--- src/rtl/arm_pkg.sv ---
// Shared definitions for the ARM pipeline stages: fetch FSM encoding,
// default bubble instruction and PC step.
package arm_pkg;

  typedef enum logic [1:0] {
    IF_FETCH = 2'd0,
    IF_KILL  = 2'd1,
    IF_HOLD  = 2'd2
  } if_state_t;

  localparam logic [31:0] NOP_INSTR = 32'h0000_0000;
  localparam logic [31:0] PC_STEP   = 32'd4;

  // Branch targets are word addresses; the low two bits carry no meaning.
  function automatic logic [31:0] word_align(input logic [31:0] addr);
    return addr & ~32'h0000_0003;
  endfunction

endpackage

--- src/rtl/if_id_reg.sv ---
// Generic pipeline register between two stages: flush inserts a bubble,
// freeze holds every field, otherwise it loads or drops to a bubble.
module if_id_reg #(
  parameter logic [31:0] NOP_WORD = arm_pkg::NOP_INSTR
) (
  input  logic        clk,
  input  logic        rst_n,
  input  logic        flush_i,
  input  logic        freeze_i,
  input  logic        load_i,
  input  logic [31:0] instr_i,
  input  logic [31:0] pc_i,
  output logic [31:0] instr_o,
  output logic [31:0] pc_o,
  output logic        valid_o
);

  logic [31:0] instr_q;
  logic [31:0] pc_q;
  logic        valid_q;

  // NOTE: clocked state uses non-blocking assignments so every register
  // samples pre-edge values regardless of block ordering.
  always_ff @(posedge clk or negedge rst_n) begin
    if (!rst_n) begin
      instr_q <= NOP_WORD;
      pc_q    <= '0;
      valid_q <= 1'b0;
    end else if (flush_i) begin
      instr_q <= NOP_WORD;
      pc_q    <= '0;
      valid_q <= 1'b0;
    end else if (!freeze_i) begin
      if (load_i) begin
        instr_q <= instr_i;
        pc_q    <= pc_i;
        valid_q <= 1'b1;
      end else begin
        valid_q <= 1'b0;
      end
    end
  end

  assign instr_o = instr_q;
  assign pc_o    = pc_q;
  assign valid_o = valid_q;

endmodule

--- src/rtl/instruction_fetch.sv ---
// Fetch stage: owns the fetch PC, drives a variable-latency instruction
// memory port and feeds the IF/ID register without dropping or repeating words.
module instruction_fetch #(
  parameter logic [31:0] RESET_PC  = 32'h0000_0000,
  parameter logic [31:0] NOP_INSTR = arm_pkg::NOP_INSTR
) (
  input  logic        clk,
  input  logic        rst,
  input  logic        freeze,
  input  logic        branch_taken,
  input  logic [31:0] branch_addr,
  output logic        imem_req,
  output logic [31:0] imem_addr,
  input  logic        imem_ack,
  input  logic [31:0] imem_rdata,
  output logic [31:0] instruction,
  output logic [31:0] pc_out,
  output logic        valid
);

  import arm_pkg::*;

  if_state_t   state_q, state_d;
  logic [31:0] fetch_pc_q, fetch_pc_d;
  logic [31:0] redirect_pc_q, redirect_pc_d;
  logic [31:0] buf_instr_q, buf_instr_d;
  logic [31:0] buf_pc_q, buf_pc_d;

  logic        ack;
  logic        load;
  logic [31:0] load_instr;
  logic [31:0] load_pc;
  logic [31:0] br_target;
  logic [31:0] pc_plus;

  assign imem_req  = rst && (state_q != IF_HOLD);
  assign imem_addr = fetch_pc_q;
  // An ack with no live request (HOLD or reset) belongs to an abandoned fetch.
  assign ack       = imem_ack && imem_req;
  assign br_target = word_align(branch_addr);
  assign pc_plus   = fetch_pc_q + PC_STEP;

  // NOTE: every combinational output gets a default before the case so no
  // path leaves a signal unassigned, which would infer a latch.
  always_comb begin
    state_d       = state_q;
    fetch_pc_d    = fetch_pc_q;
    redirect_pc_d = redirect_pc_q;
    buf_instr_d   = buf_instr_q;
    buf_pc_d      = buf_pc_q;
    load          = 1'b0;
    load_instr    = imem_rdata;
    load_pc       = pc_plus;

    case (state_q)
      IF_FETCH: begin
        if (branch_taken) begin
          if (ack) begin
            fetch_pc_d = br_target;
          end else begin
            // Keep the outstanding address stable until its ack drains.
            redirect_pc_d = br_target;
            state_d       = IF_KILL;
          end
        end else if (ack) begin
          fetch_pc_d = pc_plus;
          if (freeze) begin
            buf_instr_d = imem_rdata;
            buf_pc_d    = pc_plus;
            state_d     = IF_HOLD;
          end else begin
            load = 1'b1;
          end
        end
      end
      IF_KILL: begin
        if (ack) begin
          fetch_pc_d = branch_taken ? br_target : redirect_pc_q;
          state_d    = IF_FETCH;
        end else if (branch_taken) begin
          redirect_pc_d = br_target;
        end
      end
      IF_HOLD: begin
        if (branch_taken) begin
          fetch_pc_d = br_target;
          state_d    = IF_FETCH;
        end else if (!freeze) begin
          load       = 1'b1;
          load_instr = buf_instr_q;
          load_pc    = buf_pc_q;
          state_d    = IF_FETCH;
        end
      end
      default: state_d = IF_FETCH;
    endcase
  end

  always_ff @(posedge clk or negedge rst) begin
    if (!rst) begin
      state_q       <= IF_FETCH;
      fetch_pc_q    <= RESET_PC;
      redirect_pc_q <= '0;
      buf_instr_q   <= NOP_INSTR;
      buf_pc_q      <= '0;
    end else begin
      state_q       <= state_d;
      fetch_pc_q    <= fetch_pc_d;
      redirect_pc_q <= redirect_pc_d;
      buf_instr_q   <= buf_instr_d;
      buf_pc_q      <= buf_pc_d;
    end
  end

  if_id_reg #(
    .NOP_WORD (NOP_INSTR)
  ) u_if_id (
    .clk      (clk),
    .rst_n    (rst),
    .flush_i  (branch_taken),
    .freeze_i (freeze),
    .load_i   (load),
    .instr_i  (load_instr),
    .pc_i     (load_pc),
    .instr_o  (instruction),
    .pc_o     (pc_out),
    .valid_o  (valid)
  );

endmodule

--- config.mk ---
export PLATFORM = sky130hd
export DESIGN_NAME = instruction_fetch
export DESIGN_NICKNAME = d
export VERILOG_FILES = /design/src/rtl/arm_pkg.sv /design/src/rtl/if_id_reg.sv /design/src/rtl/instruction_fetch.sv
export SDC_FILE = /design/constraint.sdc
export NUM_CORES = 1
export LEC_CHECK = 0
export CAP_MARGIN = 25
export CORE_MARGIN = 10
export CORE_UTILIZATION = 54
export DETAILED_ROUTE_END_ITERATION = 12
export GPL_TIMING_DRIVEN = 0
export PLACE_DENSITY = 0.81
export SLEW_MARGIN = 10
export SYNTH_ARGS = -nofsm -noshare
export SYNTH_HDL_FRONTEND = slang
export SYNTH_SLANG_ARGS = --single-unit
--- constraint.sdc ---
create_clock -name clk -period 2.37 [get_ports clk]
set_clock_uncertainty 0.05 [all_clocks]
set_input_delay 0.474 -clock clk [delete_from_list [all_inputs] [get_ports clk]]
set_output_delay 0.474 -clock clk [all_outputs]
set_load 0.05 [all_outputs]
# --- Word level (Yosys, flattened, before mapping) ---
# Cells that the tools add are included.
op_classes:
  bitwise_logic: 1
  addsub: 1
  n_eq_ne: 14
  n_mux: 35
  reduce_logical: 11
ops:
  columns: ["cell", "count"]
  rows:
  - ["32-bit 2-to-1 mux", 17]
  - ["32-bit case mux with 3 select lines", 1]
  - ["32-bit case mux with 2 select lines", 1]
  - ["32-bit by 3-bit adder with 32-bit output (second input constant)", 1]
  - ["2-bit 2-to-1 mux", 7]
  - ["2-bit inequality test (second input constant)", 7]
  - ["3-bit inequality test (second input constant)", 4]
  - ["4-bit AND reduction", 3]
  - ["1-bit 2-to-1 mux", 7]
  - ["2-bit case mux with 3 select lines", 1]
  - ["5-bit AND reduction", 1]
  - ["2-bit nonzero test", 2]
  - ["3-bit nonzero test", 1]
  - ["2-bit by 1-bit == test with 1-bit output (second input constant)", 1]
  - ["2-bit == test (second input constant)", 1]
  - ["1-bit logical AND", 2]
  - ["2-bit logical NOT", 1]
  - ["2-bit by 1-bit inequality test with 1-bit output (second input constant)", 1]
  - ["1-bit case mux with 2 select lines", 1]
  - ["2-bit AND reduction", 1]
  - ["1-bit NOT", 1]
word_totals:
  word_cells: 70
  ff_bits: 195
  out_inout_bits: 98

# --- Logic depth before layout (Yosys ltp) ---
# Gate-level depths: netlist (run 1).
depth:
  depth_word: 9
  mapped_depth: 10
  mapped_depth_nobuf: 7

# --- Hierarchy ---
# A second synthesis (run 1) with hierarchy kept.
unflattened:
  hier_cells: 1058
  area_unflattened_um2: 11033.1
by_module_without_submodules:
  columns: ["module", "instances", "area_per_inst_um2", "cells_per_inst"]
  rows:
  - ["instruction_fetch", 1, 7548.5, 763]
  - ["if_id_reg", 1, 3484.6, 295]

# --- Worst setup path after synthesis (run 1) ---
# Ideal clock, no wire load.
synth_path:
  kind: "reg-to-reg"
  from: "register fetch_pc_q[2], in the netlist imem_addr[2]"
  to: "register u_if_id.pc_q[22], in the netlist u_if_id.pc_o[22]"
  arrival_time_ns: 2.315
  path_stages_with_launch: 9
  path_buffers: 2
  synth_period_minus_slack_ns: 2.486
  setup_slack_ns: -0.116
  cell_sequence: "dfrtp_1 > ha_1 > and3_1 > clkbuf_1 > nand3_1 > clkbuf_8 > o41ai_2 > nand3_1 > a32o_1"
synth_via:
  elab_chain_cells: 5
synth_lines:
  columns: ["item", "line", "source"]
  rows:
  - ["start, declared", "instruction_fetch.sv:24", "logic [31:0] fetch_pc_q, fetch_pc_d;"]
  - ["start signal, assigned", "instruction_fetch.sv:108", "fetch_pc_q <= fetch_pc_d;"]
  - ["32-bit by 3-bit adder with 32-bit output", "instruction_fetch.sv:41", "assign pc_plus = fetch_pc_q + PC_STEP;"]
  - ["32-bit 2-to-1 mux", "instruction_fetch.sv:55", "case (state_q)"]
  - ["32-bit 2-to-1 mux", "if_id_reg.sv:34", "if (load_i) begin"]
  - ["32-bit 2-to-1 mux", "if_id_reg.sv:33", "end else if (!freeze_i) begin"]
  - ["32-bit 2-to-1 mux", "if_id_reg.sv:29", "end else if (flush_i) begin"]
  - ["end signal, assigned", "if_id_reg.sv:36", "pc_q <= pc_i;"]
  - ["end, declared", "if_id_reg.sv:19", "logic [31:0] pc_q;"]
# No other way between the ends. The select of a mux whose other input is x is not followed.
# A chain may end at the register's enable or synchronous reset.

# --- Worst setup path in the final report (run 1) ---
layout_path:
  from: "register state_q[0]"
  to: "output imem_req"
layout_via:
  elab_chain_cells: 2
layout_lines:
  columns: ["item", "line", "source"]
  rows:
  - ["start, declared", "instruction_fetch.sv:23", "if_state_t state_q, state_d;"]
  - ["start signal, assigned", "instruction_fetch.sv:107", "state_q <= state_d;"]
  - ["2-bit inequality test", "instruction_fetch.sv:36", "assign imem_req = rst && (state_q != IF_HOLD);"]
  - ["1-bit logical AND", "instruction_fetch.sv:36", null]
  - ["end, declared", "instruction_fetch.sv:12", "output logic imem_req,"]
# No other way between the ends.

==> results of run 1 <==
[area by class of cell]
cell class	count	area (sq um)
fillers	1280	5000
flip-flops and latches	195	4880
multi-input cells	730	4720
repair buffers	179	1880
plain buffers	74	443
clock buffers	17	425
well taps	229	287
clock inverters	15	228
inverters	10	41.3
[cells by family after synthesis]
family          synth area share
simple gates               0.163
compound gates             0.182
flops                      0.498
buf+inv                   0.0410
mux                       0.0890
xor+xnor                  0.0223
fa+ha+maj                0.00511
[registers in the layout (all words and copies together) (netlist names)]
register,cells
u_if_id.valid_o,1
imem_addr,32
u_if_id.instr_o,32
buf_pc_q,32
buf_instr_q,32
state_q,2
u_if_id.pc_o,32
redirect_pc_q,32
[worst max-delay path, delay by kind of cell, from the launching register on]
kind	cells	cell delay, ns
buf+inv	5	0.74
fa+ha+maj	1	0.22
flops	1	0.40
simple gates	1	0.04
[synth_stat cells (9+ instances only)]
master	instances	area (sq um)
clkbuf_1	47	176
a21oi_1	51	255
nand4_1	12	75.1
o21ai_0	68	340
o31ai_1	42	315
mux2_2	41	462
xnor2_1	18	158
nor2_1	45	169
buf_2	17	85.1
nand2_1	217	815
and3_1	12	75.1
inv_1	9	33.8
a22o_1	21	184
dfrtp_1	195	4880
mux2i_1	41	410
nand3_1	15	75.1
nor3_1	14	70.1
[per-stage QoR]
step / TNS (ns) / instance area, sq um / setup slack, ns / cells / hold WS [ns]
floorplan: 0 / 9810 / 0.0329 / 1013 / 0.128
global placement: -2976.34 / 11700 / -8.33 / 1406 / 0.404
detailed placement: -112.52 / 11800 / -0.936 / 1407 / 0.412
CTS: -5.33 / 12600 / -0.158 / 1438 / -0.0351
global route: -0.121 / 12900 / -0.0686 / 1449 / 0.00531
finish: -0.0107 / 12900 / -0.00371 / 1449 / -0.00844
[where the power goes]
part,switching [mW],internal [mW],total (mW)
logic,5.01,2.93,7.94
clock network,1.40,1.80,3.20
registers,1.10,4.61,5.71
[per-layer routing]
layer | up-vias | wire length (um) | track usage
met5 | - | 0 | 0
met4 | 0 | 637 | 0.0819
met3 | 63 | 3280 | 0.0643
met2 | 460 | 15400 | 0.413
met1 | 4318 | 13000 | 0.336
li1 | 4027 | - | -
[path summary, 6_finish.rpt]
kind                                       startpoint                      endpoint  depth (start not counted)
setup / recovery               state_q[0]$_DFFE_PN0P_                      imem_req                          7
hold / removal                                    rst     imem_addr[14]$_DFFE_PN0P_                          2
setup reg to reg             imem_addr[2]$_DFFE_PN0P_  u_if_id.pc_o[22]$_DFFE_PN0P_                          7
hold reg to reg            buf_instr_q[1]$_DFFE_PN0P_    buf_instr_q[1]$_DFFE_PN0P_                          2
max in group asynchronous                         rst   buf_instr_q[21]$_DFFE_PN0P_                          2
min in group clk           buf_instr_q[1]$_DFFE_PN0P_    buf_instr_q[1]$_DFFE_PN0P_                          2
[repair_timing]
item | in CTS | in global routing
resized for setup | 56 | 72
endpoints found under the hold margin | 93 | 12
gates cloned | 0 | 1
pin swaps | 0 | 2
buffers inserted | 2 | 8
endpoints found under the setup margin | 180 | 172
==> summary.txt, run 1 <==
Synthesis
  – Netlist cell types: 67
  – Synth warnings: 0
  – Mapped Cells: 1013
  – Synth Flop Type: dfrtp_1
  – Number of synthesized register bits: 195
  – Synthesized area: 9800 sq um
  – Syn Nets: approximately 1100
  – Post-synth EDFFs: 0
  – Async SR Flop Fraction: 1.00
  – Post-synthesis sequential area ratio: 0.498
  – Syn Area/Cell: slightly below 10 sq um

STA
  – Setup ws final: -0.00371 ns
  – Fmax: 0.421 GHz
  – Hold WS: -0.00844 ns
  – Post-layout minimum cycle time: ~2.4 ns
  – RSZ-0062 raised after global routing: true
  – Slew @ Worst Pin: 0.697 ns
  – Crit share post-route: 1.00
  – Rel. slew slack: 0.532
  – Setup Viol. Count Final: 3
  – Final hold viol count: 7
  – Final Max Slew Viols: 0

GRT
  – All-Layer GR Usage: 0.258
  – Initial antenna violation count: 0
  – Global-route wire length before repair: a little under 50000 um
  – Congestion Overflow GR: 0
  – Largest net degree at the start of global routing: between 100 and 150
  – Vias in the first global route: 8697

Clocking
  – Max Root-Sink Buffers: 2
  – CTS Sinks: 195
  – TritonCTS clock tree: done
  – Worst-skew pair later-pin latency: 0.45 ns
  – Root buffer cell: clkbuf_16
  – Clock transition at path regs: 0.07 ns
  – H-tree Lvls: 4
  – CTS Buf Count: 17

Route
  – Drt drc: 0
  – DR WL/cell: 22.3 um
  – Initial DRC count: 857
  – Total number of vias: 8868
  – Vias per cell: 6.12
  – Pre-antenna DRT Iters: 6
  – Drt total wl: 32300 um
  – Post-route ant nets: 0

Critical path
  – Arrival time worst endpoint: 1.85 ns
  – Max stage delay on crit path: about 0.40 ns
  – Slowest-stage cell, CP: dfrtp_1
  – Crit. End Element: output port
  – Crit start category: flip-flop
  – Worst path most repeated cell: buf_8
  – Crit path cell chain: inv_2 > ha_4 > buf_8 > buf_12 > buf_8 > nor2b_4 > buf_6
  – CP Max Fanout: 10
  – WS Path Type: flip-flop to output port
  – R2r setup slk: -0.004 ns
  – Crit path required time: around 1.9 ns

Floorplan
  – Chip Width: 155 um
  – Die height: 155 um
  – Ports: 167
  – Initial Util: 0.547
  – Die Area: 23900 sq um
  – Core Rows: 49
  – Core ar.: between 15000 and 20000 sq um

Run
  – Max-Cap Viols: 0

Finish
  – Fin util: 0.721
  – Antenna cells: 0
  – Most frequent cells in the layout: nand2_1 (217), dfrtp_1 (192), clkdlybuf4s50_1 (149)
  – Layout cell share with drive strength beyond 1: 0.155
  – Layout net count: 1280
  – Most common cell after layout, fill and taps aside: nand2_1
  – Synth-to-layout area growth: 31.7%

Outcome
  – Violated checks: hold timing, setup timing
  – Status: finished, violations left

Placement
  – IO buf count: 164
  – Routability cong.: 0.989
  – Post-DP HPWL: 23000 um

Power and ir drop
  – Peak VDD IR: 1.02 mV
  – Pwr/cell area: 1310 nW/um^2
  – LEAKAGE: between 5 and 6 nW
  – Tot Pwr: roughly 17 mW

Hold path
  – Hold WC Path Type: input port to asynchronous set/reset pin
(Power assumes the default switching activity.)
==> inputs of run 2 (changes only) <==
--- a/config.mk
+++ b/config.mk
@@ -7,10 +7,10 @@
 export LEC_CHECK = 0
 export CAP_MARGIN = 25
 export CORE_MARGIN = 10
-export CORE_UTILIZATION = 54
+export CORE_UTILIZATION = 40
 export DETAILED_ROUTE_END_ITERATION = 12
 export GPL_TIMING_DRIVEN = 0
-export PLACE_DENSITY = 0.81
+export PLACE_DENSITY = 0.63
 export SLEW_MARGIN = 10
 export SYNTH_ARGS = -nofsm -noshare
 export SYNTH_HDL_FRONTEND = slang
==> summary.txt, run 2 (synthesis results as in run 1) <==
Power and ir drop
  – Sw power: 7.58 mW (+0.86%)
  – Switching share of power: 0.458 (+0.0121)
  – Pwr/cell area: 1270 nW/um^2 (-2.9%)
  – Tot Pwr: 16.5 mW (-1.8%)
  – LEAKAGE: 5.70 nW (+0.58%)
  – Comb power frac: 0.477 (+0.006)
  – Clock power share: 0.180 (-0.010)
  – Total internal power: 8.97 mW (-3.9%)
  – Register share of total power: 0.344 (+0.005)
  – Peak VDD IR: 0.664 mV (-35%)

Finish
  – Fin util: 0.538 (-0.182)
  – Most frequent cells in the layout: nand2_1 (217), dfrtp_1 (192), clkdlybuf4s50_1 (146)
  – Layout net count: 1285 (+0.39%)
  – Fill cell count: 2229 (+74%)
  – Synth-to-layout area growth: 33.2%
  – Layout cell share with drive strength beyond 1: 0.159 (+0.00427)
  – Most common cell after layout, fill and taps aside: nand2_1
  – Design area: 13100 sq um (+1.2%)
  – Layout Cells excl Fill: 1551 (+7.0%)

Critical path
  – Buf/Inv on CP: 5 (unchanged)
  – WP depth: 7 (unchanged)
  – R2r setup slk: 0.09 ns (+0.09 ns)
  – Arrival time worst endpoint: 1.88 ns (+0.03 ns)
  – Max stage delay on crit path: 0.44 ns (+0.04 ns)
  – Crit. End Element: output port
  – R2r endpoint: u_if_id.pc_o[20]$_DFFE_PN0P_
  – R2R Path Start: imem_addr[10]$_DFFE_PN0P_
  – Worst path most repeated cell: clkbuf_16
  – Crit path required time: 1.85 ns (about the same)
  – CP Launch Point: state_q[0]$_DFFE_PN0P_
  – CP Max Fanout: 6 (-4)
  – Delay-heaviest family, CP: buffers and inverters
  – Crit start category: flip-flop
  – WS Path Type: flip-flop to output port
  – Crit path cell chain: inv_2 > ha_4 > clkbuf_16 > buf_12 > clkbuf_16 > nor2b_4 > buf_8
  – Slowest-stage cell, CP: dfrtp_1
  – Worst R2R Path Depth: 7 (unchanged)
  – Worst setup path end: imem_req

Placement
  – Pre-CTS setup slack: -0.994 ns (-0.0576 ns)
  – Post-DP HPWL: 24100 um (+4.5%)
  – Placed cell area: 11900 sq um (+1.2%)
  – Placed insts: 1503 (+6.8%)
  – IO buf count: 164 (unchanged)
  – Routability cong.: 0.917 (-7.3%)

Clocking
  – H-tree Lvls: 4 (unchanged)
  – CTS Sinks: 195 (unchanged)
  – CTS Buf Count: 17 (unchanged)
  – Max Root-Sink Buffers: 2 (unchanged)
  – Clock transition at path regs: 0.08 ns (about the same)
  – Worst-skew pair later-pin latency: 0.44 ns (about the same)
  – Root buffer cell: clkbuf_16
  – TritonCTS clock tree: done

Floorplan
  – Chip Width: 177 um (+14%)
  – Ports: 167 (unchanged)
  – Initial Util: 0.404 (-0.143)
  – Core ar.: 24200 sq um (+35%)
  – Die height: 177 um (+14%)
  – Die Area: 31200 sq um (+30%)
  – Core Rows: 57 (+16%)

Route
  – Drt total wl: 33100 um (+2.5%)
  – DR WL/cell: 21.4 um (-4.3%)
  – Vias per cell: 5.58 (-8.8%)
  – Pre-antenna DRT Iters: 7 (+1)
  – Post-route ant nets: 0 (unchanged)
  – Initial DRC count: 852 (-0.58%)
  – Drt drc: 0 (unchanged)
  – Total number of vias: 8661 (-2.3%)

STA
  – Slew @ Worst Pin: 0.703 ns (+0.00598 ns)
  – Setup Viol. Count Final: 1 (-2)
  – Final Max Slew Viols: 0 (unchanged)
  – Final hold viol count: 1 (-6)
  – Post-layout minimum cycle time: 2.40 ns (+0.0309 ns)
  – Setup ws final: -0.0346 ns (-0.0309 ns)
  – Hold WS: -0.00110 ns (+0.00735 ns)
  – Crit share post-route: 1.01 (+0.0130)
  – Rel. slew slack: 0.530 (-0.00224)
  – RSZ-0062 raised after global routing: true
  – Fmax: 0.416 GHz (-1.3%)
  – Sum Neg Setup Slack: -0.0346 ns (-0.0239 ns)

GRT
  – Initial antenna violation count: 1 (+1)
  – Global-route wire length before repair: 50500 um (+2.6%)
  – Vias in the first global route: 8533 (-1.9%)
  – All-Layer GR Usage: 0.208 (-0.0502)
  – Congestion Overflow GR: 0 (unchanged)
  – Largest net degree at the start of global routing: 63 (-38%)

Run
  – Max-Cap Viols: 0 (unchanged)

Outcome
  – Status: finished, violations left
  – Violated checks: hold timing, setup timing

Hold path
  – Hold WC Path Type: input port to asynchronous set/reset pin
run 2: cell types whose count changed in the layout (fill, tap and decap cells not counted), moves of 3 or more:
cell	delta
buf_2	-4
dlygate4sd2_1	+5
buf_4	+9
clkinv_4	-3
bufinv_16	-4
inv_8	+4
clkdlybuf4s50_1	-3
run 2: per-layer routing:
layer  wire length (um)  GRT usage
met1              14200      0.270
met2              15600      0.330
met3               2640     0.0543
met4                761     0.0690
met5                  0          0
run 2: worst min path at each step:
stage	cells past startpoint	from	to
detailed placement	1	rst	u_if_id.pc_o[10]$_DFFE_PN0P_
global route	2	rst	u_if_id.pc_o[15]$_DFFE_PN0P_
finish	2	rst	u_if_id.pc_o[7]$_DFFE_PN0P_
global placement	2	buf_pc_q[18]$_DFFE_PN0P_	buf_pc_q[18]$_DFFE_PN0P_
floorplan	0	rst	buf_instr_q[0]$_DFFE_PN0P_
CTS	2	rst	u_if_id.pc_o[15]$_DFFE_PN0P_
run 2: cell type report:
| class | count | area, sq um | share of cell area |
|---|---|---|---|
| Multi-Input combinational cell | 730 | 4720 | 0.361 |
| Buffer | 73 | 472 | 0.0361 |
| Clock inverter | 15 | 178 | 0.0136 |
| Antenna cell | 2 | 5.00 | 0.000383 |
| Timing Repair Buffer | 185 | 1930 | 0.148 |
| Sequential cell | 195 | 4880 | 0.374 |
| Clock buffer | 17 | 425 | 0.0326 |
| Inverter | 10 | 41.3 | 0.00316 |
| Tap cell | 324 | 405 | 0.0310 |
run 2: what timing repair did:
item | 4_1_cts | 5_1_grt
gates cloned | 1 | 1
gates resized for setup | 78 | 56
pin swaps | 1 | 2
endpoints found under the hold margin | 57 | 0
endpoints found under the setup margin | 197 | 146
hold buffers | 3 | 0
setup buffers | 3 | 11
run 2: power by group through the flow:
| stage | logic, mW | registers, mW | clock network (mW) |
|---|---|---|---|
| final | 7.89 | 5.69 | 2.97 |
| after floorplan | 3.32 | 7.13 | 0 |
| after global routing | 8.44 | 5.86 | 3.17 |
| after detailed placement | 7.44 | 5.74 | 0 |
| after global placement | 7.35 | 5.70 | 0 |
| after CTS | 7.62 | 5.67 | 2.99 |
